## config.mk

```make
export PLATFORM = sky130hd
export DESIGN_NAME = multicycle_seq
export DESIGN_NICKNAME = d
export VERILOG_FILES = /design/src/rtl/multicycle_seq.sv
export SDC_FILE = /design/constraint.sdc
export NUM_CORES = 1
export LEC_CHECK = 0
export BUFFER_PORTS_ARGS = -buffer_cell sky130_fd_sc_hd__buf_2
export CORE_MARGIN = 2
export CORE_UTILIZATION = 35
export CTS_BUF_LIST = sky130_fd_sc_hd__clkbuf_2 sky130_fd_sc_hd__clkbuf_4 sky130_fd_sc_hd__clkbuf_8
export CTS_CLUSTER_DIAMETER = 80
export DETAILED_ROUTE_END_ITERATION = 7
export PLACE_DENSITY_LB_ADDON = 0.15
export REMOVE_ABC_BUFFERS = 1
export SYNTH_ARGS = -nofsm -noshare
export SYNTH_HDL_FRONTEND = slang
export SYNTH_SLANG_ARGS = --single-unit
```

## constraint.sdc

```tcl
create_clock -name clk -period 5.45 [get_ports clk]
set_input_delay 0.8175 -clock clk [delete_from_list [all_inputs] [get_ports clk]]
set_output_delay 0.8175 -clock clk [all_outputs]
set_load 0.005 [all_outputs]
```

## src/rtl/multicycle_seq.sv

```systemverilog
// multicycle_seq: multicycle sequencer FSM (fetch/decode/exec/mem/wb) for a 3-bit-opcode datapath
//   in : clk, rst_n (async active-low), start, halt_req, opcode[2:0], imem_ack, dmem_ack
//   out: imem_req, ir_write, pc_write, mem_read, mem_write, mem_to_reg, alu_op, alu_src,
//        reg_write, busy, err, state_o[2:0], retired[CNT_W-1:0]
//   ILLEGAL_TRAP_EN: when defined an illegal opcode traps to ERROR, otherwise it retires as a NOP
module multicycle_seq #(
   parameter int TIMEOUT = 16,
   parameter int CNT_W   = 16
) (
   input  logic             clk,
   input  logic             rst_n,
   input  logic             start,
   input  logic             halt_req,
   input  logic [2:0]       opcode,
   input  logic             imem_ack,
   input  logic             dmem_ack,
   output logic             imem_req,
   output logic             ir_write,
   output logic             pc_write,
   output logic             mem_read,
   output logic             mem_write,
   output logic             mem_to_reg,
   output logic             alu_op,
   output logic             alu_src,
   output logic             reg_write,
   output logic             busy,
   output logic             err,
   output logic [2:0]       state_o,
   output logic [CNT_W-1:0] retired
);
   typedef enum logic [2:0] {
      IDLE   = 3'b000,
      FETCH  = 3'b001,
      DECODE = 3'b010,
      EXEC   = 3'b011,
      MEM    = 3'b100,
      WB     = 3'b101,
      ERROR  = 3'b111
   } state_t;
   localparam logic [2:0] OP_ADD = 3'b100;
   localparam logic [2:0] OP_SUB = 3'b110;
   localparam logic [2:0] OP_LD  = 3'b001;
   localparam logic [2:0] OP_ST  = 3'b010;
   localparam int TW = $clog2(TIMEOUT + 1);
   state_t           state_q, state_d;
   logic [2:0]       op_q, op_d;
   logic [TW-1:0]    tmo_q, tmo_d;
   logic [CNT_W-1:0] retired_q, retired_d;
   logic imem_req_q, imem_req_d, pc_write_q, pc_write_d, mem_read_q, mem_read_d;
   logic mem_write_q, mem_write_d, mem_to_reg_q, mem_to_reg_d, alu_op_q, alu_op_d;
   logic alu_src_q, alu_src_d, reg_write_q, reg_write_d, busy_q, busy_d, err_q, err_d;
   logic legal, is_mem_op;
   always_comb begin
      legal     = (opcode == OP_ADD) || (opcode == OP_SUB) || (opcode == OP_LD) || (opcode == OP_ST);
      state_d   = state_q;
      op_d      = op_q;
      tmo_d     = tmo_q;
      retired_d = retired_q;
      case (state_q)
         IDLE:   state_d = start ? FETCH : IDLE;
         FETCH:  state_d = imem_ack ? DECODE : FETCH;
         DECODE: begin
            op_d = opcode;
`ifdef ILLEGAL_TRAP_EN
            state_d = legal ? EXEC : ERROR;
`else
            state_d = legal ? EXEC : WB;
`endif
         end
         EXEC: begin
            tmo_d   = '0;
            state_d = (op_q == OP_LD || op_q == OP_ST) ? MEM : WB;
         end
         // ack on the final allowed cycle still completes the access
         MEM: begin
            if (dmem_ack) state_d = WB;
            else if (tmo_q == TW'(TIMEOUT - 1)) state_d = ERROR;
            else tmo_d = tmo_q + 1'b1;
         end
         WB: begin
            retired_d = retired_q + 1'b1;
            state_d   = halt_req ? IDLE : FETCH;
         end
         ERROR:   state_d = ERROR;
         default: state_d = IDLE;
      endcase
      // outputs are registered, so decode them from the next state to keep them aligned with state_q
      is_mem_op    = (op_d == OP_LD) || (op_d == OP_ST);
      imem_req_d   = state_d == FETCH;
      pc_write_d   = state_d == WB;
      mem_read_d   = (state_d == MEM) && (op_d == OP_LD);
      mem_write_d  = (state_d == MEM) && (op_d == OP_ST);
      mem_to_reg_d = (state_d == WB) && (op_d == OP_LD);
      alu_op_d     = (state_d == EXEC) && (op_d == OP_SUB);
      alu_src_d    = (state_d == EXEC || state_d == MEM) && is_mem_op;
      reg_write_d  = (state_d == WB) && (op_d == OP_ADD || op_d == OP_SUB || op_d == OP_LD);
      busy_d       = (state_d != IDLE) && (state_d != ERROR);
      err_d        = state_d == ERROR;
   end
   always_ff @(posedge clk or negedge rst_n) begin
      if (!rst_n) begin
         state_q      <= IDLE;
         op_q         <= '0;
         tmo_q        <= '0;
         retired_q    <= '0;
         imem_req_q   <= 1'b0;
         pc_write_q   <= 1'b0;
         mem_read_q   <= 1'b0;
         mem_write_q  <= 1'b0;
         mem_to_reg_q <= 1'b0;
         alu_op_q     <= 1'b0;
         alu_src_q    <= 1'b0;
         reg_write_q  <= 1'b0;
         busy_q       <= 1'b0;
         err_q        <= 1'b0;
      end else begin
         state_q      <= state_d;
         op_q         <= op_d;
         tmo_q        <= tmo_d;
         retired_q    <= retired_d;
         imem_req_q   <= imem_req_d;
         pc_write_q   <= pc_write_d;
         mem_read_q   <= mem_read_d;
         mem_write_q  <= mem_write_d;
         mem_to_reg_q <= mem_to_reg_d;
         alu_op_q     <= alu_op_d;
         alu_src_q    <= alu_src_d;
         reg_write_q  <= reg_write_d;
         busy_q       <= busy_d;
         err_q        <= err_d;
      end
   end
   assign ir_write   = (state_q == FETCH) && imem_ack;
   assign imem_req   = imem_req_q;
   assign pc_write   = pc_write_q;
   assign mem_read   = mem_read_q;
   assign mem_write  = mem_write_q;
   assign mem_to_reg = mem_to_reg_q;
   assign alu_op     = alu_op_q;
   assign alu_src    = alu_src_q;
   assign reg_write  = reg_write_q;
   assign busy       = busy_q;
   assign err        = err_q;
   assign state_o    = state_q;
   assign retired    = retired_q;
endmodule

```

==> tab_implementation.tex <==
\begin{tabular}{lr}
\hline
Metric & Value \\
\hline
\multicolumn{2}{l}{\textbf{Yosys}} \\
Cells after synthesis & 155 \\
Synth top area share & 54.1\% \\
Netlist area before placement & 0.00171 sq mm \\
Dominant register cell in the synthesized netlist & sky130\_fd\_sc\_hd\_\_dfrtp\_1 \\
Number of flip-flops and latches in the synthesized netlist & 37 \\
Portion of the post-synthesis area used by sequential elements & 54.1\% \\
Number of flops mapped to enable cells by yosys & 0 \\
Top cells by count, synth & 37 x sky130\_fd\_sc\_hd\_\_dfrtp\_1, 15 x sky130\_fd\_sc\_hd\_\_nand2\_1, 14 x sky130\_fd\_sc\_hd\_\_nor2\_1 \\
Cell type contributing the most total cell area after synthesis & sky130\_fd\_sc\_hd\_\_dfrtp\_1 \\
Count leader, synth & sky130\_fd\_sc\_hd\_\_dfrtp\_1 \\
Synthesized area per cell & 11.1 sq um \\
Post-synthesis async set-or-reset flop share & 100\% \\
Cell types occupying the most area after synthesis & sky130\_fd\_sc\_hd\_\_dfrtp\_1 54\%, sky130\_fd\_sc\_hd\_\_xnor2\_1 6.1\%, sky130\_fd\_sc\_hd\_\_nand2\_1 3.3\%, sky130\_fd\_sc\_hd\_\_nor2\_1 3.1\%, sky130\_fd\_sc\_hd\_\_xor2\_1 3.1\% \\
Post-synth cell types & 41 \\
Synthesis warning total & 0 \\
\multicolumn{2}{l}{\textbf{Hold path}} \\
Min-delay worst type & reg2reg \\
\multicolumn{2}{l}{\textbf{Route}} \\
Vias post-DR & 1222 \\
Mean number of vias per cell & 4.66 \\
Antenna-violating nets left & 0 \\
Number of DRC violations after detailed routing & 0 \\
Aggregate routed wire length & 3330 um \\
Iter 0 DRT Violations & 68 \\
1st-pass router iterations & 4 \\
Average wire length per cell after detail routing & 12.7 um \\
\multicolumn{2}{l}{\textbf{STA}} \\
Ratio of final minimum period to clock period & 41.2\% \\
Count of final max-slew check failures & 0 \\
Max transition margin & 46.2\% \\
Clock period minus final worst setup slack & 2.25 ns \\
Setup repair after global routing missed its margin & false \\
Final setup violation count & 0 \\
Aggregate negative setup slack & 0 ns \\
Upper clock frequency limit & 0.445 GHz \\
Final Skew & 0.00423 ns \\
Worst Max-Slew Pin Slew & 0.807 ns \\
Hold violation count in the final report & 0 \\
\multicolumn{2}{l}{\textbf{Die}} \\
Floorplan die width & 74.0 um \\
Vertical die dimension & 74.0 um \\
Row count & 25 \\
Boundary Pins & 39 \\
Starting Density & 36.3\% \\
CORE AREA & 0.00472 sq mm \\
Floorplan die area & 0.00547 sq mm \\
\multicolumn{2}{l}{\textbf{Clock tree}} \\
Post-CTS setup buffers & 0 \\
Number of hold buffers added after CTS & 0 \\
Count of clock tree sinks & 37 \\
Clock root buffer & sky130\_fd\_sc\_hd\_\_clkbuf\_8 \\
Clk buf depth & 2 \\
TritonCTS clock tree & done \\
Clock transition time at the flip-flop clock pins of the worst setup and hold paths & 0.07 ns \\
Clock buffer count from CTS & 5 \\
Post\_cts resized & 0 \\
Maximum level of the CTS H-tree & 2 \\
Clk Latency, worst-skew pair & 0.29 ns \\
\multicolumn{2}{l}{\textbf{Power}} \\
Combinational share of power & 32.1\% \\
Pwr/cell area & 431 mW/mm\^{}2 \\
Sequential cell fraction of total power & 48.1\% \\
Net Sw Power & 0.000312 W \\
Leakage & 1.03 nW \\
Internal power of the cells & 0.000562 W \\
IR Drop Worst-Case VDD & 0.000256 V \\
Clock group share of total power & 19.8\% \\
Sw Share & 35.6\% \\
\multicolumn{2}{l}{\textbf{Critical path}} \\
Worst Setup End Kind & flip-flop \\
Critical Path Fanout Max & 5 \\
CP Data Arrival Time & 2.47 ns \\
Nature of the critical path startpoint & flip-flop \\
Critical Path RT & 5.68 ns \\
Critical path type & reg2reg \\
\multicolumn{2}{l}{\textbf{Global route}} \\
Via count of the first global-routing pass & 1216 \\
Global router's overall resource usage & 13.3\% \\
Total congestion overflow after global routing & 0 \\
Initial antenna violation count & 0 \\
First-pass GRT wire length & 5370 um \\
Pin count of the biggest net entering global routing & 38 \\
\multicolumn{2}{l}{\textbf{Placement}} \\
Routability cong. & 0.763 \\
IO buf count & 38 \\
Dpl hpwl & 2390 um \\
\multicolumn{2}{l}{\textbf{Cells and area}} \\
Final Net Count & 208 \\
Share of layout cells above drive strength 1 & 27.7\% \\
Post-Route Utilization & 42.9\% \\
Largest register FFs & 16 \\
Antenna diode count & 0 \\
Area growth syn-to-layout & 18.3\% \\
\multicolumn{2}{l}{\textbf{Status}} \\
Result of the run & complete, no violations \\
\multicolumn{2}{l}{\textbf{Run}} \\
Number of violations of the max-capacitance limit & 0 \\
\hline
\end{tabular}
## layout make-up
type	instances	area, sq um
fill	469	2700
sequential	37	926
multi-input combinational	108	729
timing repair buffer	38	190
tap	67	83.8
clock buffer	5	68.8
inverter	6	22.5
clock inverter	1	5.00
## cells by family after synthesis
| logic type | after synthesis | synth area share (%) |
|---|---|---|
| AND/OR/NAND/NOR | 66 | 21.7 |
| flip-flops | 37 | 54.1 |
| XOR/XNOR | 18 | 9.20 |
| AO/OA/AOI/OAI | 17 | 7.01 |
| buffers and inverters | 10 | 3.36 |
| multiplexers | 4 | 2.48 |
| adder cells (fa/ha/maj) | 3 | 2.19 |
## path summary, 6_finish.rpt
check / start / endpoint / slack [ns] / depth (start not counted)
worst max-delay path: tmo_q[0] / alu_src / 3.20 / 8
worst min-delay path: retired[15] / retired[15] / 0.46 / 1
worst max register to register: tmo_q[0] / alu_src / 3.20 / 8
worst min register to register: retired[15] / retired[15] / 0.46 / 1
max in group asynchronous: rst_n / pc_write / 4.32 / 1
min in group asynchronous: rst_n / retired[4] / 0.62 / 1
## power groups by stage
| stage | Sequential, W | Clock, W | Combinational, W |
|---|---|---|---|
| 2_1_floorplan | 0.000411 | 0 | 0.000187 |
| 3_3_place_gp | 0.000422 | 0 | 0.000281 |
| 3_5_place_dp | 0.000426 | 0 | 0.000283 |
| 4_1_cts | 0.000421 | 0.000182 | 0.000284 |
| 5_1_grt | 0.000432 | 0.000191 | 0.000313 |
| 6_report | 0.000421 | 0.000173 | 0.000280 |
## metrics by stage
| step | cell area [sq um] | total power (W) | hold slack (ns) | std cells | setup slack [ns] |
|---|---|---|---|---|---|
| floorplan | 1680 | 0.000597 | 0.468 | 151 | 3.37 |
| global placement | 1950 | 0.000703 | 0.454 | 256 | 3.27 |
| detailed placement | 1950 | 0.000709 | 0.464 | 256 | 3.22 |
| CTS | 2030 | 0.000887 | 0.473 | 262 | 3.19 |
| global route | 2030 | 0.000935 | 0.490 | 262 | 3.04 |
| finish | 2030 | 0.000874 | 0.461 | 262 | 3.20 |
## layout by cell type (no fill, tap or decap), types with 2 or more instances in the layout
cell type                  count
sky130_fd_sc_hd__buf_2        38
sky130_fd_sc_hd__and2_1        2
sky130_fd_sc_hd__nand4_1       5
sky130_fd_sc_hd__mux2_2        2
sky130_fd_sc_hd__a21oi_1       4
sky130_fd_sc_hd__inv_1         6
sky130_fd_sc_hd__nor2_1       14
sky130_fd_sc_hd__nor3b_1       2
sky130_fd_sc_hd__ha_1          3
sky130_fd_sc_hd__nor2b_1       2
sky130_fd_sc_hd__nand2_1      15
sky130_fd_sc_hd__dfrtp_1      37
sky130_fd_sc_hd__nand2b_1      4
sky130_fd_sc_hd__xor2_1        6
sky130_fd_sc_hd__clkbuf_8      5
sky130_fd_sc_hd__o21ai_0       3
sky130_fd_sc_hd__and3_1        5
sky130_fd_sc_hd__nand3_1       7
sky130_fd_sc_hd__xnor2_1      12
sky130_fd_sc_hd__mux2i_1       2
## worst max-delay path: stages (launching register included)
cell,delay [ns]
sky130_fd_sc_hd__dfrtp_1,0.40
sky130_fd_sc_hd__ha_1,0.22
sky130_fd_sc_hd__and3_1,0.19
sky130_fd_sc_hd__ha_1,0.19
sky130_fd_sc_hd__nor2_1,0.20
sky130_fd_sc_hd__a2bb2oi_1,0.22
sky130_fd_sc_hd__o2111ai_1,0.24
sky130_fd_sc_hd__nor3_1,0.30
sky130_fd_sc_hd__o221a_1,0.22
## metal layers
layer	global-route usage, %	vias to the layer above	share of wire, %
li1	-	610	-
met3	3.66	8	4.5
met5	0	-	0
met4	8.28	0	2.4
met2	21.0	29	46
met1	16.0	575	47
Power figures use the tool's default switching activity.
